$ cat config.mk
export PLATFORM = sky130hd
export DESIGN_NAME = oport_credit_tracker
export DESIGN_NICKNAME = d
export VERILOG_FILES = /design/src/rtl/oport_credit_tracker.sv
export SDC_FILE = /design/constraint.sdc
export NUM_CORES = 1
export LEC_CHECK = 0
export ABC_AREA = 1
export BUFFER_PORTS_ARGS = -buffer_cell sky130_fd_sc_hd__buf_2
export CORE_ASPECT_RATIO = 2
export CORE_MARGIN = 3
export CORE_UTILIZATION = 50
export CTS_CLUSTER_SIZE = 8
export DETAILED_ROUTE_END_ITERATION = 10
export GPL_ROUTABILITY_DRIVEN = 0
export GPL_TIMING_DRIVEN = 0
export PLACE_DENSITY = 0.8
export SYNTH_ARGS = -nofsm -noshare
export SYNTH_HDL_FRONTEND = slang
export SYNTH_SLANG_ARGS = --single-unit
export TNS_END_PERCENT = 20
$ cat constraint.sdc
create_clock -name clk -period 3.5 [get_ports clk]
set_clock_uncertainty 0.15 [all_clocks]
set_input_delay 0 -clock clk [delete_from_list [all_inputs] [get_ports clk]]
set_output_delay 0 -clock clk [all_outputs]
set_load 0.005 [all_outputs]
$ cat src/rtl/oport_credit_tracker.sv
`default_nettype none
// ============================================================================
// Module   : oport_credit_tracker
// Brief    : Output-side tracker of downstream VC credits, packet ownership,
//            per-port congestion level and sticky link-protocol errors.
// Revision : 1.0 - initial release
// ============================================================================
module oport_credit_tracker #(
  parameter int V           = 4,
  parameter int P           = 5,
  parameter int B           = 4,
  parameter int FPAY        = 32,
  parameter int CONGW       = 3,
  parameter int CONG_THRESH = 1
) (
  input  logic                                 clk,
  input  logic                                 reset,
  input  logic [P*(2+V+FPAY)-1:0]              flit_out_all,
  input  logic [P-1:0]                         flit_out_we_all,
  input  logic [P*V-1:0]                       credit_in_all,
  input  logic                                 err_clear,
  output logic [P*V*$clog2(B+1)-1:0]           ovc_credit_all,
  output logic [P*V-1:0]                       ovc_full_all,
  output logic [P*V-1:0]                       ovc_nearly_full_all,
  output logic [P*V-1:0]                       ovc_allocated_all,
  output logic [P*CONGW-1:0]                   congestion_out_all,
  output logic [P*V-1:0]                       err_underflow,
  output logic [P*V-1:0]                       err_overflow,
  output logic [P-1:0]                         err_proto
);

  localparam int              c_fw       = 2 + V + FPAY;
  localparam int              c_pv       = P * V;
  localparam int              c_bw       = $clog2(B + 1);
  localparam logic [c_bw-1:0] c_b_max    = c_bw'(B);
  localparam logic [c_bw-1:0] c_thr      = c_bw'(CONG_THRESH);
  localparam logic [c_bw-1:0] c_one      = c_bw'(1);
  localparam int              c_cong_sat = (1 << CONGW) - 1;

  // Packet-ownership FSM encoding (one FSM per OVC)
  localparam logic [0:0] c_st_idle = 1'b0;
  localparam logic [0:0] c_st_busy = 1'b1;

  logic [P-1:0]    w_hdr;
  logic [P-1:0]    w_tail;
  logic [P-1:0]    w_vc_bad;
  logic [c_pv-1:0] w_dec;
  logic [c_pv-1:0] w_frame_err;
  logic [c_pv-1:0] w_cong_ovc;

  // --------------------------------------------------------------------------
  // Per-port flit decode, protocol error and congestion grading
  // --------------------------------------------------------------------------
  generate
    for (genvar gp = 0; gp < P; gp++) begin : g_port
      logic [V-1:0]       w_vc;
      logic               w_vc_onehot;
      logic               w_unused_payload;
      logic               w_proto_evt;
      logic               r_err_proto;
      logic [31:0]        w_cnt;
      logic [CONGW-1:0]   w_level;
      logic [CONGW-1:0]   r_level;

      assign w_vc             = flit_out_all[gp*c_fw + FPAY +: V];
      assign w_hdr[gp]        = flit_out_all[gp*c_fw + c_fw - 1];
      assign w_tail[gp]       = flit_out_all[gp*c_fw + c_fw - 2];
      assign w_unused_payload = ^flit_out_all[gp*c_fw +: FPAY];
      assign w_vc_onehot      = $onehot(w_vc);
      assign w_vc_bad[gp]     = flit_out_we_all[gp] & ~w_vc_onehot;

      // A malformed VC field suppresses every counter/FSM effect on the port
      assign w_dec[gp*V +: V] = (flit_out_we_all[gp] && w_vc_onehot) ? w_vc : '0;

      assign w_proto_evt = w_vc_bad[gp] | (|w_frame_err[gp*V +: V]);

      // Sticky protocol error; a new event wins over a clear
      always_ff @(posedge clk or negedge reset) begin
        if (!reset) r_err_proto <= 1'b0;
        else        r_err_proto <= (r_err_proto & ~err_clear) | w_proto_evt;
      end

      // Count congested OVCs and saturate to the level width
      always_comb begin
        w_cnt = 32'd0;
        for (int k = 0; k < V; k++) begin
          if (w_cong_ovc[gp*V + k]) w_cnt = w_cnt + 32'd1;
        end
        w_level = (w_cnt > c_cong_sat) ? CONGW'(c_cong_sat) : w_cnt[CONGW-1:0];
      end

      // The level is graded from the registered credits, so it trails the
      // credit count by one cycle
      always_ff @(posedge clk or negedge reset) begin
        if (!reset) r_level <= '0;
        else        r_level <= w_level;
      end

      assign err_proto[gp]                       = r_err_proto;
      assign congestion_out_all[gp*CONGW +: CONGW] = r_level;
    end
  endgenerate

  // --------------------------------------------------------------------------
  // Per-OVC credit counter, error flags and ownership FSM
  // --------------------------------------------------------------------------
  generate
    for (genvar gi = 0; gi < c_pv; gi++) begin : g_ovc
      localparam int c_port = gi / V;

      logic [c_bw-1:0] r_credit;
      logic [c_bw-1:0] w_credit_nxt;
      logic            w_uf_evt;
      logic            w_of_evt;
      logic            r_err_uf;
      logic            r_err_of;
      logic [0:0]      r_state;
      logic [0:0]      w_state_nxt;
      logic            w_ferr;
      logic            w_alloc;

      // Credit next-state: simultaneous send and return cancel out
      always_comb begin
        w_credit_nxt = r_credit;
        w_uf_evt     = 1'b0;
        w_of_evt     = 1'b0;
        if (w_dec[gi] && !credit_in_all[gi]) begin
          if (r_credit == '0) w_uf_evt     = 1'b1;
          else                w_credit_nxt = r_credit - c_one;
        end else if (!w_dec[gi] && credit_in_all[gi]) begin
          if (r_credit == c_b_max) w_of_evt     = 1'b1;
          else                     w_credit_nxt = r_credit + c_one;
        end
      end

      // Credit register and sticky underflow/overflow flags
      always_ff @(posedge clk or negedge reset) begin
        if (!reset) begin
          r_credit <= c_b_max;
          r_err_uf <= 1'b0;
          r_err_of <= 1'b0;
        end else begin
          r_credit <= w_credit_nxt;
          r_err_uf <= (r_err_uf & ~err_clear) | w_uf_evt;
          r_err_of <= (r_err_of & ~err_clear) | w_of_evt;
        end
      end

      // Ownership FSM state register
      always_ff @(posedge clk or negedge reset) begin
        if (!reset) r_state <= c_st_idle;
        else        r_state <= w_state_nxt;
      end

      // Ownership FSM next state; framing violations leave the state alone
      always_comb begin
        w_state_nxt = r_state;
        w_ferr      = 1'b0;
        if (w_dec[gi]) begin
          case (r_state)
            c_st_idle: begin
              if (!w_hdr[c_port])      w_ferr      = 1'b1;
              else if (!w_tail[c_port]) w_state_nxt = c_st_busy;
            end
            c_st_busy: begin
              if (w_hdr[c_port])       w_ferr      = 1'b1;
              else if (w_tail[c_port]) w_state_nxt = c_st_idle;
            end
            default: w_state_nxt = c_st_idle;
          endcase
        end
      end

      // Ownership FSM outputs
      always_comb begin
        w_alloc = (r_state == c_st_busy);
      end

      assign w_frame_err[gi]                 = w_ferr;
      assign w_cong_ovc[gi]                  = (r_credit <= c_thr);
      assign ovc_credit_all[gi*c_bw +: c_bw] = r_credit;
      assign ovc_full_all[gi]                = (r_credit == '0);
      assign ovc_nearly_full_all[gi]         = (r_credit == c_one);
      assign ovc_allocated_all[gi]           = w_alloc;
      assign err_underflow[gi]               = r_err_uf;
      assign err_overflow[gi]                = r_err_of;
    end
  endgenerate

endmodule
`default_nettype wire

Word level (Yosys, flattened, before mapping). Index checks and enable logic that the tools add are counted.

Bits in registers: 140. Input port bits: 218. Word-level logic and storage cells: 841.

Reductions and logical operators: 150. Muxes and demuxes: 295. Bitwise logic cells: 126. Equality and inequality tests: 85. Add/sub/neg operators: 70. Order comparisons: 25.

Operators by type and width (count): adder 32 x 1 -> 32 bit (second input constant) (15); two-way mux 32 bit (15); two-way mux 3 bit (85); greater-than comparator 32 x 3 -> 1 bit (second input constant) (5); two-way mux 1 bit (150); != test 2 bit (second input constant) (40); one-hot mux 1 bit (2 select lines) (40); equality test 3 x 1 -> 1 bit (second input constant) (25); adder 3 x 1 -> 3 bit (second input constant) (20); equality test 3 bit (second input constant) (20); <= comparator 3 x 1 -> 1 bit (second input constant) (20); logical NOT 3 bit (20); AND reduction 3 bit (20); subtractor 3 x 1 -> 3 bit (second input constant) (20); AND 1 bit (50); bitwise OR 1 bit (50); logical AND 1 bit (45); logical NOT 1 bit (40); nonzero test 2 bit (20); inverter 1 bit (26); adder 1 x 1 -> 2 bit (10); two-way mux 4 bit (5); OR reduction 4 bit (5); adder 2 x 2 -> 3 bit (5).

Depth between registers and ports, before layout. Gate-level depths: netlist of the first run.

Word-level depth: 10. Gate-level depth with buffers: 16.

Least setup slack after synthesis of the first run. OpenSTA, ideal clock, no wires.

Path kind: input to register. Start: input port flit_out_all[184]. End: register g_ovc[18].r_credit[0]. Setup slack: 1.101 ns. Setup time: 0.126 ns. Stages on the path: 13. Arrival: 2.123 ns. Data required time: 3.224 ns. Cells stage by stage: inv_1 fa_1 inv_1 ha_1 ha_1 nor2_4 nand3_1 nor2_2 ha_1 inv_1 nand3_1 nand3b_2 xor2_1.

Longest elaborated chain between the ends: 9. Elaborated cells on any way between the ends: 13. Those cells by class: 2 x add/sub; 3 x eq/ne; 2 x mux; 6 x reduce/logical.

RTL lines: start, declared (line 18) `input logic [P*(2+V+FPAY)-1:0] flit_out_all,`; adder 1 x 1 -> 2 bit (not written as such) * (line 69) `assign w_vc_onehot = $onehot(w_vc);`; adder 2 x 2 -> 3 bit (not written as such) * (line 69); equality test 3 x 1 -> 1 bit * (line 69); logical AND 1 bit * (line 73) `assign w_dec[gp*V +: V] = (flit_out_we_all[gp] && w_vc_onehot) ? w_vc : '0;`; two-way mux 4 bit * (line 73); net w_dec[18] (line 47) `logic [c_pv-1:0] w_dec;`; logical NOT 1 bit (line 130) `end else if (!w_dec[gi] && credit_in_all[gi]) begin`; logical AND 1 bit (line 130); nonzero test 2 bit (no source line); AND reduction 3 bit (no source line); end signal, assigned (line 139) `r_credit <= c_b_max;`; end signal, assigned (line 143) `r_credit <= w_credit_nxt;`; end, declared (line 111) `logic [c_bw-1:0] r_credit;`.

The timed path passes the listed nets; every way through them passes the cells marked *. A chain may end at the register's enable or synchronous reset.

Final worst setup path of the first run.
Start: input port flit_out_all[70]. End: register g_port[1].r_err_proto.

Longest elaborated chain between the ends: 9. Elaborated cells on any way between the ends: 14. Those cells by class: 2 x add/sub; 1 x eq/ne; 5 x mux; 4 x bitwise; 2 x reduce/logical.

RTL lines: adder 1 x 1 -> 2 bit (not written as such) (line 69); adder 2 x 2 -> 3 bit (not written as such) (line 69); equality test 3 x 1 -> 1 bit (line 69); logical AND 1 bit (line 73); two-way mux 4 bit (line 73); two-way mux 1 bit (line 159) `if (w_dec[gi]) begin`; OR reduction 4 bit (line 75) `assign w_proto_evt = w_vc_bad[gp] | (|w_frame_err[gp*V +: V]);`; bitwise OR 1 bit * (line 75); bitwise OR 1 bit * (line 80) `else r_err_proto <= (r_err_proto & ~err_clear) | w_proto_evt;`; end signal, assigned (line 80); end, declared (line 60) `logic r_err_proto;`.

Every way passes the cells marked *; elsewhere a longest branch is shown, timed or not.

==> flow_summary.yaml, run 1 <==
placement:
  dpl.cell_count: 1862
  port_buffers: 231
  dp_hpwl_mm: 21.28
  place_area_mm2: 0.01273
layout:
  antenna_cells: 0
  area_delta_synth_final_pct: 27.65
  seqCellArea_mm2: 0.003528
  final_nets: 2072
  fin_cells: 1989
  drive_above_1_share_pct: 27.91
  multi_input_area_mm2: 0.005802
  fin_area_mm2: 0.01429
  fillCellCount: 1612
yosys:
  async_flop_share_pct: 100.0
  synth_cells: 1357
  synth_ff_type: "dfrtp_1"
  synth_area_leaders: "dfrtp_1 27%, ha_1 16%, inv_1 9.8%"
  synth-seq-cells: 140
  syn_area_per_cell_um2: 8.250
  synth_top_cell_area_share_pct: 26.82
  synth_edf_count: 0
  yosysWarnings: 0
  yosysMostFrequentCell: "inv_1"
  syn_area_mm2: 0.01120
  seq_area_frac_synth_pct: 31.52
  yosysTopAreaCell: "dfrtp_1"
  syn_nets: 1725
  yosys-top-cells-count: "293 x inv_1, 189 x nand2_1, 145 x ha_1"
  synth_cell_types: 36
timing:
  fin_crit_sh_pct: 96.52
  setup_violations: 0
  slew_viol_final: 0
  rsz0062_at_grt: "no"
  worst_pin_slew_ps: 721.0
  setup-tns-final_ps: 0
  min_period_ps: 3378
  slew_headroom_pct: 51.93
  hold_viol_final: 0
  max_freq_mhz: 296.0
min_path:
  hold_path.class: "input pin to register"
  whs_endpoint: "g_ovc[19].r_state$_DFFE_PN0P_"
  hp-start: "flit_out_all[187]"
  min_path_cells: 4
floorplan:
  rows: 76
  dieArea_mm2: 0.02433
  core_mm2: 0.02178
  ios: 398
  dieHeight_um: 217.6
  dieWidth_um: 111.8
  initial_core_util_pct: 51.41
global_route:
  grt_max_degree: 86
  antenna_found_initial: 0
  grt_pass1_wl_mm: 50.15
  first_global_vias: 10440
  track_usage_pct: 25.78
  overflow: 0
pwr:
  power_density_mw_per_mm2: 814.5
  vdd_drop_max_uv: 644.0
  p_total_mw: 11.64
  leakage_nw: 8.190
critical_path:
  r2r_cells: 9
  crit_fanout: 2
  r2r_slack_ps: 620
  crit_required_ps: 3650
  critPathArrivalTime_ps: 3530
  endpoint_kind: "register"
  worstSetupStartpointType: "input pin"
  rr_startpoint: "g_port[1].r_err_proto$_DFF_PN0_"
  r2r_end: "g_port[1].r_err_proto$_DFF_PN0_"
  crit_type: "input pin to register"
clock_tree:
  cts_sinks: 140
  cts_resized: 0
  worstSkewPairLatency_ps: 430
  root_buffer: "clkbuf_16"
  cts_tree: "done"
  cts_max_path_buffers: 2
  cts_buffers: 17
  htreeDepth: 4
  path_clk_slew_ps: 60
route:
  drt_wl_total_mm: 30.76
  viasPerCell: 4.865
  drt_iter0_markers: 443
  drcViolationCount: 0
  drtPass1Iterations: 5
  wire_per_inst_um: 15.47
  antenna_left: 0
  vias: 9676
flow_run:
  cap_violations: 0
outcome:
  status: "complete, no violations"
==> where the power goes <==
group	switching [mW]	leakage, nW	internal [mW]
combinational	3.81	6.17	3.06
sequential	0.599	1.73	2.33
clock	0.690	0.288	1.15
total	5.10	8.19	6.54
==> sequential cells by signal, indices dropped and copies added, names as in the netlist <==
register	count
g_ovc.r_state	20
g_port.r_err_proto	5
g_ovc.r_err_of	20
g_ovc.r_err_uf	20
g_ovc.r_credit	60
g_port.r_level	15
==> layer usage <==
| metal | part of all wire (%) | track usage (%) | vias to the layer above |
|---|---|---|---|
| met3 | 8.0 | 8.914 | 98 |
| met5 | 0 | 0 | - |
| met2 | 54 | 49.10 | 347 |
| met4 | 4.6 | 13.40 | 0 |
| met1 | 33 | 23.51 | 4559 |
| li1 | - | - | 4672 |
==> per-stage QoR <==
step                worst slack [ps]  util [%]  hold slack [ps]
detailed placement             580.8     58.45           -149.9
global route                   52.60     65.63            24.95
floorplan                       1101         -           -445.6
finish                         121.9     65.63            25.47
CTS                            166.7     65.67            11.18
global placement               197.1     58.29            177.2
==> worst max-delay path by stage <==
| stage | start | end | slack, ps |
|---|---|---|---|
| floorplan | flit_out_all[184] | g_ovc[18].r_credit[0]$_DFFE_PN0P_ | 1100 |
| global placement | reset | g_ovc[0].r_err_of$_DFF_PN0_ | 200 |
| detailed placement | flit_out_all[184] | g_ovc[17].r_credit[0]$_DFFE_PN0P_ | 580 |
| CTS | flit_out_all[184] | g_port[4].r_err_proto$_DFF_PN0_ | 170 |
| global route | flit_out_all[108] | g_port[2].r_err_proto$_DFF_PN0_ | 50 |
| finish | flit_out_all[70] | g_port[1].r_err_proto$_DFF_PN0_ | 120 |
==> cells in the final DEF, fill, tap and decap left out, drive strengths merged, types with 3 or more instances in the layout <==
cell	n
nor2	169
dlygate4sd3	95
o22ai	20
fa	5
clkinv	5
buf	326
a21oi	12
nand3	42
or2	5
dfstp	20
nand4	3
xnor2	24
bufinv	3
xor2	81
o21ai	80
clkbuf	26
ha	145
nand3b	21
dfrtp	120
inv	305
nand2	207
==> area by class of cell <==
class	instances	area share, %
flip-flops and latches	140	24.69
well taps	273	2.390
plain buffers	95	5.017
clock inverters	7	0.7967
inverters	306	8.037
repair buffers	328	15.17
multi-input cells	816	40.60
clock buffers	24	3.301
==> repair_timing <==
action	CTS	global route
buffers inserted	0	0
setup endpoints to repair	0	1
hold buffers	97	0
hold endpoints to repair	238	0
==> kinds of logic (layout without fill, tap and decap cells) <==
logic type      after synthesis  after routing  share of synthesized area [%]
buf+inv                     401            760                          16.66
flops                       140            140                          31.52
xor+xnor                    105            105                          8.281
fa+ha+maj                   150            150                          17.10
compound gates              112            112                          5.700
simple gates                449            449                          20.74
==> worst max-delay path: stages <==
cell,delay (ps)
buf_2,110
inv_1,60
fa_1,540
inv_1,50
ha_1,180
ha_1,280
inv_2,70
nand3_4,100
a21oi_1,210
nand2_1,80
dlygate4sd3_1,570
nor2_1,110
dlygate4sd3_1,570
nand2_1,50
dlygate4sd3_1,570
Note: power is estimated with default switching activity, not from simulation.
==> inputs of run 2 (changes only) <==
--- a/config.mk
+++ b/config.mk
@@ -14,6 +14,7 @@
 export DETAILED_ROUTE_END_ITERATION = 10
 export GPL_ROUTABILITY_DRIVEN = 0
 export GPL_TIMING_DRIVEN = 0
+export MAX_ROUTING_LAYER = met4
 export PLACE_DENSITY = 0.8
 export SYNTH_ARGS = -nofsm -noshare
 export SYNTH_HDL_FRONTEND = slang
==> run 2 against run 1 <==
Net effect:
- sequential cell count unchanged
- core utilization unchanged
- clock-buffer cell count unchanged
- sequential share of layout area unchanged
- largest cell class unchanged
- hold slack improved by 5.1 ps
==> flow_summary.yaml, run 2 (synthesis results as in run 1) <==
timing:
  setup_violations: 0
  hold_viol_final: 0
  fin_crit_sh_pct: 96.85
  slew_headroom_pct: 52.61
  worst_pin_slew_ps: 710.8
  rsz0062_at_grt: "no"
  min_period_ps: 3390
  max_freq_mhz: 295.0
  setup-tns-final_ps: 0
  slew_viol_final: 0
global_route:
  grt_max_degree: 86
  overflow: 0
  first_global_vias: 10460
  grt_pass1_wl_mm: 50.16
  antenna_found_initial: 0
  track_usage_pct: 26.55
route:
  drt_iter0_markers: 402
  wire_per_inst_um: 15.45
  antenna_left: 0
  viasPerCell: 4.878
  drt_wl_total_mm: 30.74
  met3RoutedLength_mm: 2.313
  drcViolationCount: 0
  vias: 9702
  wl_met1_mm: 10.37
  top_layer: "met4"
  met2WireLength_mm: 16.74
  drtPass1Iterations: 5
floorplan:
  initial_core_util_pct: 51.41
  core_mm2: 0.02178
  dieWidth_um: 111.8
  dieArea_mm2: 0.02433
  ios: 398
  rows: 76
  dieHeight_um: 217.6
layout:
  multi_input_area_mm2: 0.005802
  antenna_cells: 0
  drive_above_1_share_pct: 27.91
  area_delta_synth_final_pct: 27.65
  fin_cells: 1989
  seqCellArea_mm2: 0.003528
  regMostFlops: "g_ovc.r_credit"
  final_cell_mix: "293 x inv_1, 233 x buf_2, 189 x nand2_1, 145 x ha_1, 134 x nor2_1"
  final_common_cell: "inv_1"
  fillCellCount: 1612
  largest_reg_flops: 60
  final_nets: 2072
  fin_area_mm2: 0.01429
min_path:
  hold_path.class: "input pin to register"
  min_path_cells: 4
  whs_endpoint: "g_ovc[19].r_state$_DFFE_PN0P_"
  hp-start: "flit_out_all[187]"
clock_tree:
  cts_buffers: 17
  cts_resized: 0
  cts_sinks: 140
  root_buffer: "clkbuf_16"
  cts_tree: "done"
  htreeDepth: 4
  path_clk_slew_ps: 60
  post_cts_buffers: 0
  cts_max_path_buffers: 2
  worstSkewPairLatency_ps: 430
critical_path:
  rr_startpoint: "g_port[1].r_err_proto$_DFF_PN0_"
  endpoint_kind: "register"
  crit_type: "input pin to register"
  crit_fanout: 2
  r2r_slack_ps: 610
  worstSetupStartpointType: "input pin"
  critPathArrivalTime_ps: 3540
  crit_required_ps: 3650
  r2r_cells: 9
  r2r_end: "g_port[1].r_err_proto$_DFF_PN0_"
pwr:
  vdd_drop_max_uv: 645.3
  leakage_nw: 8.190
  power_density_mw_per_mm2: 813.8
placement:
  dp_hpwl_mm: 21.28
  port_buffers: 231
  dpl.cell_count: 1862
  place_area_mm2: 0.01273
flow_run:
  cap_violations: 0
outcome:
  status: "complete, no violations"
==> run 2: per-stage QoR <==
stage                     hold WS [ps]  setup WS [ps]  utilization, %  total power, mW
final                            30.55          110.4           65.63            11.63
after global routing             24.92          52.50           65.63            12.68
after CTS                        11.18          166.7           65.67            11.58
after detailed placement        -149.9          580.8           58.45            9.423
after global placement           177.2          197.1           58.29            9.112
after floorplan                 -445.6           1101               -            7.421
==> run 2: per-layer routing <==
| metal | global-route usage [%] | vias to the layer above |
|---|---|---|
| li1 | - | 4676 |
| met1 | 24.03 | 4573 |
| met2 | 49.14 | 360 |
| met3 | 8.192 | 93 |
| met4 | 13.40 | 0 |
| met5 | - | - |
==> run 2: report_power, final <==
part | leakage (nW) | total (mW) | switching, mW | internal, mW
clock | 0.288 | 1.84 | 0.689 | 1.15
combinational | 6.17 | 6.86 | 3.80 | 3.06
sequential | 1.73 | 2.93 | 0.599 | 2.33
total | 8.19 | 11.6 | 5.09 | 6.54
==> run 2: area by class of cell <==
class	count	area share, %
Buffer	95	5.017
Clock buffer	24	3.301
Clock inverter	7	0.7967
Inverter	306	8.037
Multi-Input combinational cell	816	40.60
Sequential cell	140	24.69
Tap cell	273	2.390
Timing Repair Buffer	328	15.17
==> run 2: how the worst max path moves through the flow <==
| stage | start | end | slack (ps) | cells after the start |
|---|---|---|---|---|
| 2_1_floorplan | flit_out_all[184] | g_ovc[18].r_credit[0]$_DFFE_PN0P_ | 1100 | 13 |
| 3_3_place_gp | reset | g_ovc[0].r_err_of$_DFF_PN0_ | 200 | 1 |
| 3_5_place_dp | flit_out_all[184] | g_ovc[17].r_credit[0]$_DFFE_PN0P_ | 580 | 14 |
| 4_1_cts | flit_out_all[184] | g_port[4].r_err_proto$_DFF_PN0_ | 170 | 14 |
| 5_1_grt | flit_out_all[108] | g_port[2].r_err_proto$_DFF_PN0_ | 50 | 15 |
| 6_report | flit_out_all[70] | g_port[1].r_err_proto$_DFF_PN0_ | 110 | 15 |
==> run 2: repair_timing <==
action | in CTS | in global routing
endpoints found under the hold margin | 238 | 0
hold buffers | 97 | 0
setup endpoints to repair | 0 | 1
==> run 2: critical path: stages <==
cell and delay [ps]:
buf_2 110, inv_1 60, fa_1 540, inv_1 50
ha_1 180, ha_1 280, inv_2 70, nand3_4 100
a21oi_1 210, nand2_1 70, dlygate4sd3_1 570, nor2_1 110
dlygate4sd3_1 570, nand2_1 40, dlygate4sd3_1 570
